<file path="src/rtl/jk_pattern_driver.sv">
// Excitation driver/checker for an external JK flop: divides clk into clk_slow,
// steers J/K so the flop's Q walks a stored bit pattern, and counts landing misses.
module jk_pattern_driver #(
  parameter int unsigned DIV_COUNT = 25000000,
  parameter int unsigned PAT_LEN   = 8,
  parameter logic [31:0] PATTERN   = 32'h000000B2
) (
  input  logic       clk,
  input  logic       rst_n,
  input  logic       start,
  input  logic       q_fb,
  output logic       clk_slow,
  output logic       j,
  output logic       k,
  output logic       busy,
  output logic       done,
  output logic [7:0] err_cnt
);

  localparam int unsigned      CNT_W    = (DIV_COUNT > 2) ? $clog2(DIV_COUNT) : 1;
  localparam logic [CNT_W-1:0] CNT_MAX  = CNT_W'(DIV_COUNT - 1);
  localparam logic [4:0]       PAT_LAST = 5'(PAT_LEN - 1);

  typedef enum logic [1:0] {
    S_IDLE,
    S_ARM,
    S_RUN,
    S_DONE
  } state_t;

  // J/K that moves a flop currently at q onto d; never returns 11.
  function automatic logic [1:0] jk_for(input logic q, input logic d);
    return {~q & d, q & ~d};
  endfunction

  function automatic logic [7:0] sat_inc(input logic [7:0] v);
    return (v == 8'hFF) ? v : v + 8'd1;
  endfunction

  logic [CNT_W-1:0] cnt_q;
  logic             clk_slow_q;
  logic             fall_evt;
  logic             q_meta_q, q_sync_q;

  state_t           state_q, state_d;
  logic [4:0]       idx_q, idx_d, idx_nxt;
  logic [7:0]       err_q, err_d;
  logic             j_q, j_d, k_q, k_d;
  logic             busy_q, busy_d, done_q, done_d;

  always_ff @(posedge clk or negedge rst_n) begin
    if (!rst_n) begin
      cnt_q      <= '0;
      clk_slow_q <= 1'b0;
    end else if (cnt_q == CNT_MAX) begin
      cnt_q      <= '0;
      clk_slow_q <= ~clk_slow_q;
    end else begin
      cnt_q      <= cnt_q + CNT_W'(1);
    end
  end

  // High in the cycle whose closing edge drops clk_slow, so J/K move with that edge.
  assign fall_evt = (cnt_q == CNT_MAX) && clk_slow_q;

  always_ff @(posedge clk or negedge rst_n) begin
    if (!rst_n) begin
      q_meta_q <= 1'b0;
      q_sync_q <= 1'b0;
    end else begin
      q_meta_q <= q_fb;
      q_sync_q <= q_meta_q;
    end
  end

  always_ff @(posedge clk or negedge rst_n) begin
    if (!rst_n) begin
      state_q <= S_IDLE;
      idx_q   <= '0;
      err_q   <= '0;
      j_q     <= 1'b0;
      k_q     <= 1'b0;
      busy_q  <= 1'b0;
      done_q  <= 1'b0;
    end else begin
      state_q <= state_d;
      idx_q   <= idx_d;
      err_q   <= err_d;
      j_q     <= j_d;
      k_q     <= k_d;
      busy_q  <= busy_d;
      done_q  <= done_d;
    end
  end

  assign idx_nxt = idx_q + 5'd1;

  always_comb begin
    state_d = state_q;
    idx_d   = idx_q;
    err_d   = err_q;
    j_d     = j_q;
    k_d     = k_q;
    busy_d  = busy_q;
    done_d  = 1'b0;
    unique case (state_q)
      S_IDLE: begin
        j_d    = 1'b0;
        k_d    = 1'b0;
        busy_d = 1'b0;
        // A fall_evt in the accepting cycle is deliberately left unused.
        if (start) begin
          state_d = S_ARM;
          err_d   = '0;
          idx_d   = '0;
          busy_d  = 1'b1;
        end
      end
      S_ARM: begin
        if (fall_evt) begin
          {j_d, k_d} = jk_for(q_sync_q, PATTERN[0]);
          state_d    = S_RUN;
        end
      end
      S_RUN: begin
        if (fall_evt) begin
          if (q_sync_q != PATTERN[idx_q]) err_d = sat_inc(err_q);
          if (idx_q == PAT_LAST) begin
            state_d = S_DONE;
            j_d     = 1'b0;
            k_d     = 1'b0;
            busy_d  = 1'b0;
            done_d  = 1'b1;
          end else begin
            idx_d      = idx_nxt;
            {j_d, k_d} = jk_for(q_sync_q, PATTERN[idx_nxt]);
          end
        end
      end
      S_DONE: begin
        state_d = S_IDLE;
        idx_d   = '0;
        busy_d  = 1'b0;
      end
      default: state_d = S_IDLE;
    endcase
  end

  assign clk_slow = clk_slow_q;
  assign j        = j_q;
  assign k        = k_q;
  assign busy     = busy_q;
  assign done     = done_q;
  assign err_cnt  = err_q;

endmodule

</file>
<file path="config.mk">
export PLATFORM = sky130hd
export DESIGN_NAME = jk_pattern_driver
export DESIGN_NICKNAME = d
export VERILOG_FILES = /design/src/rtl/jk_pattern_driver.sv
export SDC_FILE = /design/constraint.sdc
export NUM_CORES = 1
export LEC_CHECK = 0
export ABC_CLOCK_PERIOD_IN_PS = 3650
export CAP_MARGIN = 10
export CORE_MARGIN = 8
export CORE_UTILIZATION = 30
export CTS_CLUSTER_SIZE = 10
export DETAILED_ROUTE_END_ITERATION = 8
export MAX_ROUTING_LAYER = met4
export SKIP_LAST_GASP = 1
export SYNTH_ARGS = -nofsm -noshare
export SYNTH_HDL_FRONTEND = slang
export SYNTH_SLANG_ARGS = --single-unit
</file>
<file path="constraint.sdc">
create_clock -name clk -period 3.65 [get_ports clk]
set_input_delay 0.365 -clock clk [delete_from_list [all_inputs] [get_ports clk]]
set_output_delay 0.365 -clock clk [all_outputs]
set_load 0.03 [all_outputs]
</file>
Word level (Yosys, flattened, before mapping)
Memory sizes are Yosys's and may differ from the RTL's.
Cells that the tools add are included.
{"block": "word_totals", "mem_bits_ro": 64, "elab_cells": 79, "memories": 2, "regBits": 47, "in_bits": 4}
{"memory": "(no name shown)", "depth": 32, "width": 1, "rd": 1, "rd_ports_with_merged_regs": 0, "wr": 0, "line": "136", "text": "{j_d, k_d} = jk_for(q_sync_q, PATTERN[idx_nxt]);"}
{"memory": "(no name shown)", "depth": 32, "width": 1, "rd": 1, "rd_ports_with_merged_regs": 0, "wr": 0, "line": "127", "text": "if (q_sync_q != PATTERN[idx_q]) err_d = sat_inc(err_q);"}
{"block": "op_classes", "eq_ne": 14, "bitwise": 5, "mux": 32, "n_reduce_logical": 10, "add_sub_neg": 3, "magnitude_cmp": 2}
{"op": "$mux 8", "count": 4}
{"op": "$add 25x1->25 const B", "count": 1}
{"op": "$eq 25x25->1 const B", "count": 1}
{"op": "$mux 25", "count": 1}
{"op": "$pmux 8 s2", "count": 1}
{"op": "$mux 5", "count": 3}
{"op": "$pmux 5 s3", "count": 1}
{"op": "$mux 1", "count": 14}
{"op": "$ne 2x2->1 const B", "count": 7}
{"op": "$lt 5x6->1 const B", "count": 2}
{"op": "$pmux 1 s3", "count": 3}
{"op": "$add 8x1->8 const B", "count": 1}
{"op": "$eq 8x8->1 const B", "count": 1}
{"op": "$mux 2", "count": 4}
{"op": "$pmux 2 s4", "count": 1}
{"op": "$reduce_and 4->1", "count": 2}
{"op": "$reduce_and 3->1", "count": 2}
{"op": "$reduce_bool 3->1", "count": 2}
{"op": "$add 5x1->5 const B", "count": 1}
{"op": "$eq 5x3->1 const B", "count": 1}
{"op": "$reduce_and 5->1", "count": 1}
{"op": "$eq 2x2->1 const B", "count": 2}
{"op": "$not 1->1", "count": 3}
{"op": "$and 1x1->1", "count": 2}
{"op": "other kinds (5)", "count": 5}

Longest topological paths before layout
{"block": "depth", "depth_word": 8, "ltp_mapped": 8, "mapped_depth_nobuf": 7}

Worst setup path after synthesis
Ideal clock, no wire load.
{"block": "synth_timing", "path_kind": "register -> register", "from": "register cnt_q[6]", "to": "register err_q[6] (netlist: err_cnt[6])", "t_arrival_ns": 2.494, "setup_time_ns": 0.104, "slack_ns": 1.052, "path_stages_with_launch": 7, "required_ns": 3.546, "synth_period_minus_slack_ns": 2.598, "cell_sequence": "dfrtp_1 -> or4b_1 -> or4_4 -> or2_1 -> buf_6 -> or4_1 -> o311ai_1"}
{"block": "synth_via", "elab_chain_cells": 4}
{"item": "from (decl)", "line": "40", "text": "logic [CNT_W-1:0] cnt_q;"}
{"item": "from (signal assigned)", "line": "59", "text": "cnt_q <= cnt_q + CNT_W'(1);"}
{"item": "$eq 25x25->1", "line": "64", "text": "assign fall_evt = (cnt_q == CNT_MAX) && clk_slow_q;"}
{"item": "$logic_and 1x1->1", "line": "64"}
{"item": "$ne 2x2->1 (no line)"}
{"item": "$reduce_and 5->1 (no line)"}
{"item": "to (signal assigned)", "line": "88", "text": "err_q <= err_d;"}
{"item": "to (decl)", "line": "47", "text": "logic [7:0] err_q, err_d;"}
Every way passes these cells.
A chain may end at the register's enable or synchronous reset.

Final worst setup path
{"block": "layout_timing", "from": "register cnt_q[6]", "to": "register err_q[3] (netlist: err_cnt[3])"}
The elaborated chain is that of the path after synthesis.

==> results.md <==
- Status: completed
- Met1 usage: 0.1227
- Vias: 2,172
- CP arrival: roughly 3000 ps
- Ports: 17
- Die H: about 110 um
- Max cap viols: 0
- Synth Register Bits: 47
- Fin crit period: around 2800 ps
- Largest cells by area after synthesis: dfrtp_1, ha_1, nand3_1
- Resize count post-CTS: 0
- Pwr dens: 299.6 mW/mm2
- Final core occ: 0.3413
- Post-synthesis cell count: ~290
- Initial antenna violation count: 0
- Maximum number of pins on one net before global-route repair: 48
- Leak Pwr: 1.252 nW
- Worst-path cell chain: or4b_1, or4_4, or2_1, or4_1, o311ai_0
- Area of the multi-input gates: about 0.0014 mm2
- Clk buf depth: 2
- Sequential area share after synthesis: 0.4300
- CP max FO: 11
- CTS tree: yes
- Clock root buffer: clkbuf_8
- Antenna diodes: 0
- Overall Global Routing Usage: 0.09938
- Ys async rst share: 1.000
- Peak supply drop: 0.0001295 V
- Hold Buf Count CTS: 0
- Reg2Reg Launch Point: cnt_q[6]$_DFF_PN0_
- DRC Markers: 0
- CTS buffer count: 5
- Highest clock rate: approximately 360 MHz
- Int Pwr: 0.7288 mW
- Nets@finish: 313
- Met3 Use GR: 0.02527
- Die Width: 111.5 um
- Slew @ Worst Pin: 1055 ps
- CTS H-tree lvls: 2
- Comb pwr share: 0.016
- Area Overhead vs Synth: 12.58%
- Worst skew pair latency: 300 ps
- Mean cell area of the mapped netlist: 9.497 um2
- Syn_nets: 303
- Worst-path clk slew: 100 ps
- WP data required: 3840 ps
- GPL Wtd Cong: 0.7901
- Die footprint: 0.01243 mm2
- R2R Path End: err_cnt[3]$_DFFE_PN0P_
- Layout Cells excl Fill: 410
- Hpwl dp: 4269 um
- RSZ-0062 raised after global routing: false
- CP Buf/Inv Count: 0
- Rel. slew slack: 0.2966
- Sequential cell area: 0.001176 mm2
- Worst Path Class, Setup: reg -> reg
- P_sw: 0.1937 mW
- Type of origin of the critical path: flop
- First-pass GRT wire length: 10,150 um
- Drt wl/cell: between 10 and 15 um
- Grt met2 use: 0.1553
- Top cell type's share of synthesized area: 0.4300
- Detailed Routing Iterations Pass 1: 4
- Vias in the first global route: 2,129
- Netlist cell types: 59
- Vias/cell: roughly 5.3
- Final slew viol count: 0
- Port Buffers: 16
- Overflow after GRT: 0
- Final number of hold-violating endpoints: 0
- Worst hold path class: in -> async
- Initial DRC Count: 92
- Post-synth EDFFs: 0
- Total power draw: 0.9225 mW
- FP Rows: 35
- Cell taking the most area after synthesis: dfrtp_1
- Worst reg-to-reg setup slack: 840 ps
- Detail Route Antenna Nets: 0
- Worst Setup End Kind: flop
- FILL cells: around 930
- Total core area: 0.009021 mm2
- Delay-heaviest family, CP: simple AND/OR/NAND/NOR gates
- CP max stage cell: or4b_1
- Post-CTS Setup Bufs: 0
- Starting Density: 0.3032
- Ys flop type: dfrtp_1
- Busiest grt layer: met2
- CTS sink count: 47
- Detailed Route WL: just under 6000 um
- Placed instance count: 402
- Sw Share: 0.2100
- Synth Cell Area: 0.002735 mm2
- Clock Skew: 12.35 ps
- Final setup fails: 0
- Synth Warn #: 0
- Sequential Power Share: 0.566
- Tcrit/Tclk final: 0.7695
- Fin Setup TNS: 0 ps
- Crit path largest cell delay: between 500 and 600 ps
- Layout cell share with drive strength beyond 1: 0.06689
- Clock share of power: 0.418
- Worst r2r path cells: 5
## cells in the mapped netlist (all sizes together), types with 6 or more instances
cell	instances
dfrtp	47
nor2	28
nand3	23
nand2	14
nand4	14
o21ai	13
xor2	13
clkbuf	11
ha	11
inv	10
xnor2	10
and3	8
nor3	7
or4	6
## cell families (layout without fill, tap and decap cells)
| logic type | after synthesis | after routing | synth area share |
|---|---|---|---|
| xor gates and xnor gates | 23 | 23 | 0.07365 |
| adders and majority gates | 11 | 11 | 0.05032 |
| buffers and inverters | 25 | 36 | 0.04209 |
| and+or+nand+nor | 132 | 132 | 0.2681 |
| DFF | 47 | 47 | 0.4300 |
| AOI/OAI and AO/OA | 47 | 47 | 0.1240 |
| muxes | 3 | 3 | 0.01189 |
## cells in the final DEF (no fill, tap or decap), types with 11 or more instances in the layout
cell / count
dfrtp_1: 47
nor2_1: 28
nand3_1: 23
clkdlybuf4s50_1: 15
nand2_1: 14
nand4_1: 14
xor2_1: 13
o21ai_0: 13
ha_1: 11
## power by group through the flow
stage	registers, mW	logic [mW]	clock network (mW)
floorplan	0.533	0.00182	0
global placement	0.533	0.0160	0
global route	0.523	0.0183	0.419
detailed placement	0.533	0.0163	0
CTS	0.522	0.0162	0.399
finish	0.522	0.0149	0.385
## stage by stage
stage / setup WS, ps / cell area (um2) / hold slack, ps
floorplan: 1052 / 2735 / 69.41
global placement: 890.0 / 2967 / 333.2
detailed placement: 869.6 / 2967 / 336.2
CTS: 842.6 / 3079 / 291.8
global route: 737.1 / 3079 / 353.7
finish: 841.4 / 3079 / 235.5
## layout make-up
class                           instances  share of cell area
Multi-Input combinational cell        216              0.4689
Sequential cell                        47              0.3820
Timing Repair Buffer                   18             0.05526
Tap cell                              111             0.04510
Clock buffer                            5             0.02235
Clock inverter                          3             0.01422
Inverter                               10             0.01219
## state kept, by name, summed over array words and instances, names as in the netlist
signal    count
k             1
done          1
cnt_q        25
busy          1
j             1
q_meta_q      1
err_cnt       8
clk_slow      1
state_q       2
idx_q         5
q_sync_q      1
## worst max path at each step
stage / from / end / slack [ps] / cells past startpoint
after global placement: cnt_q[6]$_DFF_PN0_ / err_cnt[3]$_DFFE_PN0P_ / 890 / 5
after global routing: cnt_q[6]$_DFF_PN0_ / err_cnt[6]$_DFFE_PN0P_ / 740 / 5
final: cnt_q[6]$_DFF_PN0_ / err_cnt[3]$_DFFE_PN0P_ / 840 / 5
after floorplan: cnt_q[6]$_DFF_PN0_ / err_cnt[6]$_DFFE_PN0P_ / 1050 / 6
after detailed placement: cnt_q[6]$_DFF_PN0_ / err_cnt[3]$_DFFE_PN0P_ / 870 / 5
after CTS: cnt_q[6]$_DFF_PN0_ / err_cnt[3]$_DFFE_PN0P_ / 840 / 5
## metal layers
| layer | vias to the layer above | share of wire |
|---|---|---|
| met4 | 0 | 0.013 |
| met5 | - | 0 |
| met1 | 1045 | 0.48 |
| li1 | 1084 | - |
| met3 | 8 | 0.039 |
| met2 | 35 | 0.47 |
No activity file was read; power rests on OpenSTA's default activity.
==> RTL change: new RTL, same flow settings <==
The parameter `DIV_COUNT` goes from 25000000 to 50000000.
--- a/src/rtl/jk_pattern_driver.sv
+++ b/src/rtl/jk_pattern_driver.sv
@@ -1,7 +1,7 @@
 // Excitation driver/checker for an external JK flop: divides clk into clk_slow,
 // steers J/K so the flop's Q walks a stored bit pattern, and counts landing misses.
 module jk_pattern_driver #(
-  parameter int unsigned DIV_COUNT = 25000000,
+  parameter int unsigned DIV_COUNT = 50000000,
   parameter int unsigned PAT_LEN   = 8,
   parameter logic [31:0] PATTERN   = 32'h000000B2
 ) (
Formal check against the unedited RTL: no difference found for any inputs over 10 cycles, from zero or initial values and one cycle with rst_n low; that may be too few to reach the edited logic, so the function may still have changed.
==> RTL change against the unedited design <==
- synthesized area fell by 2.8%
- maximum frequency rose by 8.7%
- sequential cell count up 1
- power fell by 5.1%
- combinational power increased by 35%
- cell area fell by 1.9%
- setup slack better by 0.22 ns
- wire length shrank 3.5%
==> RTL change: results (changes against the unedited design) <==
* Outcome: finished clean
* PortBufs at 16 (unchanged)
* Clock skew at 0.0126 ns (+0.000215 ns)
* Max FO, Critical Path at 25 (+14)
* Lkg Pwr at 1.36 nW (+8.8%)
* TritonCTS Buffers at 5 (unchanged)
* Routability Congestion at 0.773 (-2.2%)
* Vias in the first global route at 1985 (-6.8%)
* Setup violators final at 0 (unchanged)
* CTS resizes at 0 (unchanged)
* Library cells used by synthesis at 52 (-12%)
* Top post-synthesis cells by area: dfrtp_1, xor2_1, ha_1
* Setup bufs post-CTS at 0 (unchanged)
* Final net count at 306 (-2.2%)
* DP Worst Slack at 1.06 ns (+0.193 ns)
* Hold WC Path Type: register to register
* Post-Syn Nets at 286 (-5.6%)
* Total track usage at 0.101 (+0.00199)
* Arrival time worst endpoint at 2.78 ns (-0.22 ns)
* Register area share after synthesis at 0.452 (+0.0218)
* Min Tclk post-route at 2.58 ns (-0.224 ns)
* Number of vias per cell at 5.16 (-2.7%)
* Synth cell count leaders: dfrtp_1, nor2_1, nand2_1
* Max FFs per register at 26 (+4.0%)
* Slowest CP cell: or4b_4
* Initial antenna violation count at 0 (unchanged)
* Largest net degree at the start of global routing at 49 (+2.1%)
* Reg with most FFs: cnt_q
* Worst-Margin Slew at 1.09 ns (+0.0363 ns)
* Worst skew pair latency at between 0.3 and 0.4 ns
* First-pass GRT wire length at 9.52 mm (-6.2%)
* Peak VDD IR at 163 uV (+26%)
* 1st-iter DRT viols at 93 (+1.1%)
* Share of cells above drive strength 1 at 0.0719 (+0.00503)
* Dpl hpwl at 3.94 mm (-7.7%)
* Layout fillers at 896 (-3.8%)
* Hold slack at 0.356 ns (+0.120 ns)
* WL final at 5.68 mm (-3.5%)
RTL change: cell types whose count changed in the layout (fill, tap and decap cells not counted), sizes merged, moves of 3 or more:
cell    unedited run  this run
a31oi              1         5
nand2             14        23
nand3             23        19
nand4b             3         0
or4                6         2
xor2              13        17
RTL change: cells by family after synthesis:
kind of cell	Yosys count	share of synthesized area
AO/OA/AOI/OAI	39	0.102
XOR/XNOR	25	0.0824
adder cells (fa/ha/maj)	11	0.0518
buffers and inverters	17	0.0353
flip-flops	48	0.452
multiplexers	3	0.0118
AND/OR/NAND/NOR	128	0.265
RTL change: stage by stage:
stage	instances	util	total power, mW	cell area, sq um
2_1_floorplan	271	-	0.546	2660
3_3_place_gp	390	0.335	0.561	2900
3_5_place_dp	390	0.335	0.562	2900
4_1_cts	398	0.345	0.889	2990
5_1_grt	400	0.348	0.918	3020
6_report	400	0.348	0.876	3020
RTL change: final timing paths:
| path | depth (start not counted) | start | to |
|---|---|---|---|
| worst min-delay path | 0 | q_meta_q | q_sync_q |
| max in group asynchronous | 3 | rst_n | clk_slow |
| worst max register to register | 5 | cnt_q[10] | err_cnt[5] |
| worst max-delay path | 5 | cnt_q[10] | err_cnt[5] |
| worst min register to register | 0 | q_meta_q | q_sync_q |
| min in group asynchronous | 2 | rst_n | idx_q[3] |
RTL change: cell type report:
| type | count | area [sq um] | area share |
|---|---|---|---|
| Multi-Input combinational cell | 206 | 1360 | 0.451 |
| Clock inverter | 3 | 18.8 | 0.00621 |
| Timing Repair Buffer | 19 | 193 | 0.0638 |
| Inverter | 11 | 41.3 | 0.0137 |
| Clock buffer | 5 | 68.8 | 0.0228 |
| Sequential cell | 48 | 1200 | 0.398 |
| Tap cell | 108 | 135 | 0.0447 |
RTL change: metal layers:
| metal | track usage | vias up | wire length [microns] |
|---|---|---|---|
| met1 | 0.131 | 999 | 2840 |
| met3 | 0.0291 | 8 | 245 |
| met2 | 0.149 | 34 | 2520 |
| li1 | - | 1021 | - |
| met5 | - | - | 0 |
| met4 | 0.0343 | 0 | 83 |
RTL change: where the power goes:
part           switching (mW)  internal (mW)  total (mW)
combinational          0.0141        0.00603      0.0201
clock                   0.188          0.134       0.322
sequential            0.00110          0.532       0.533
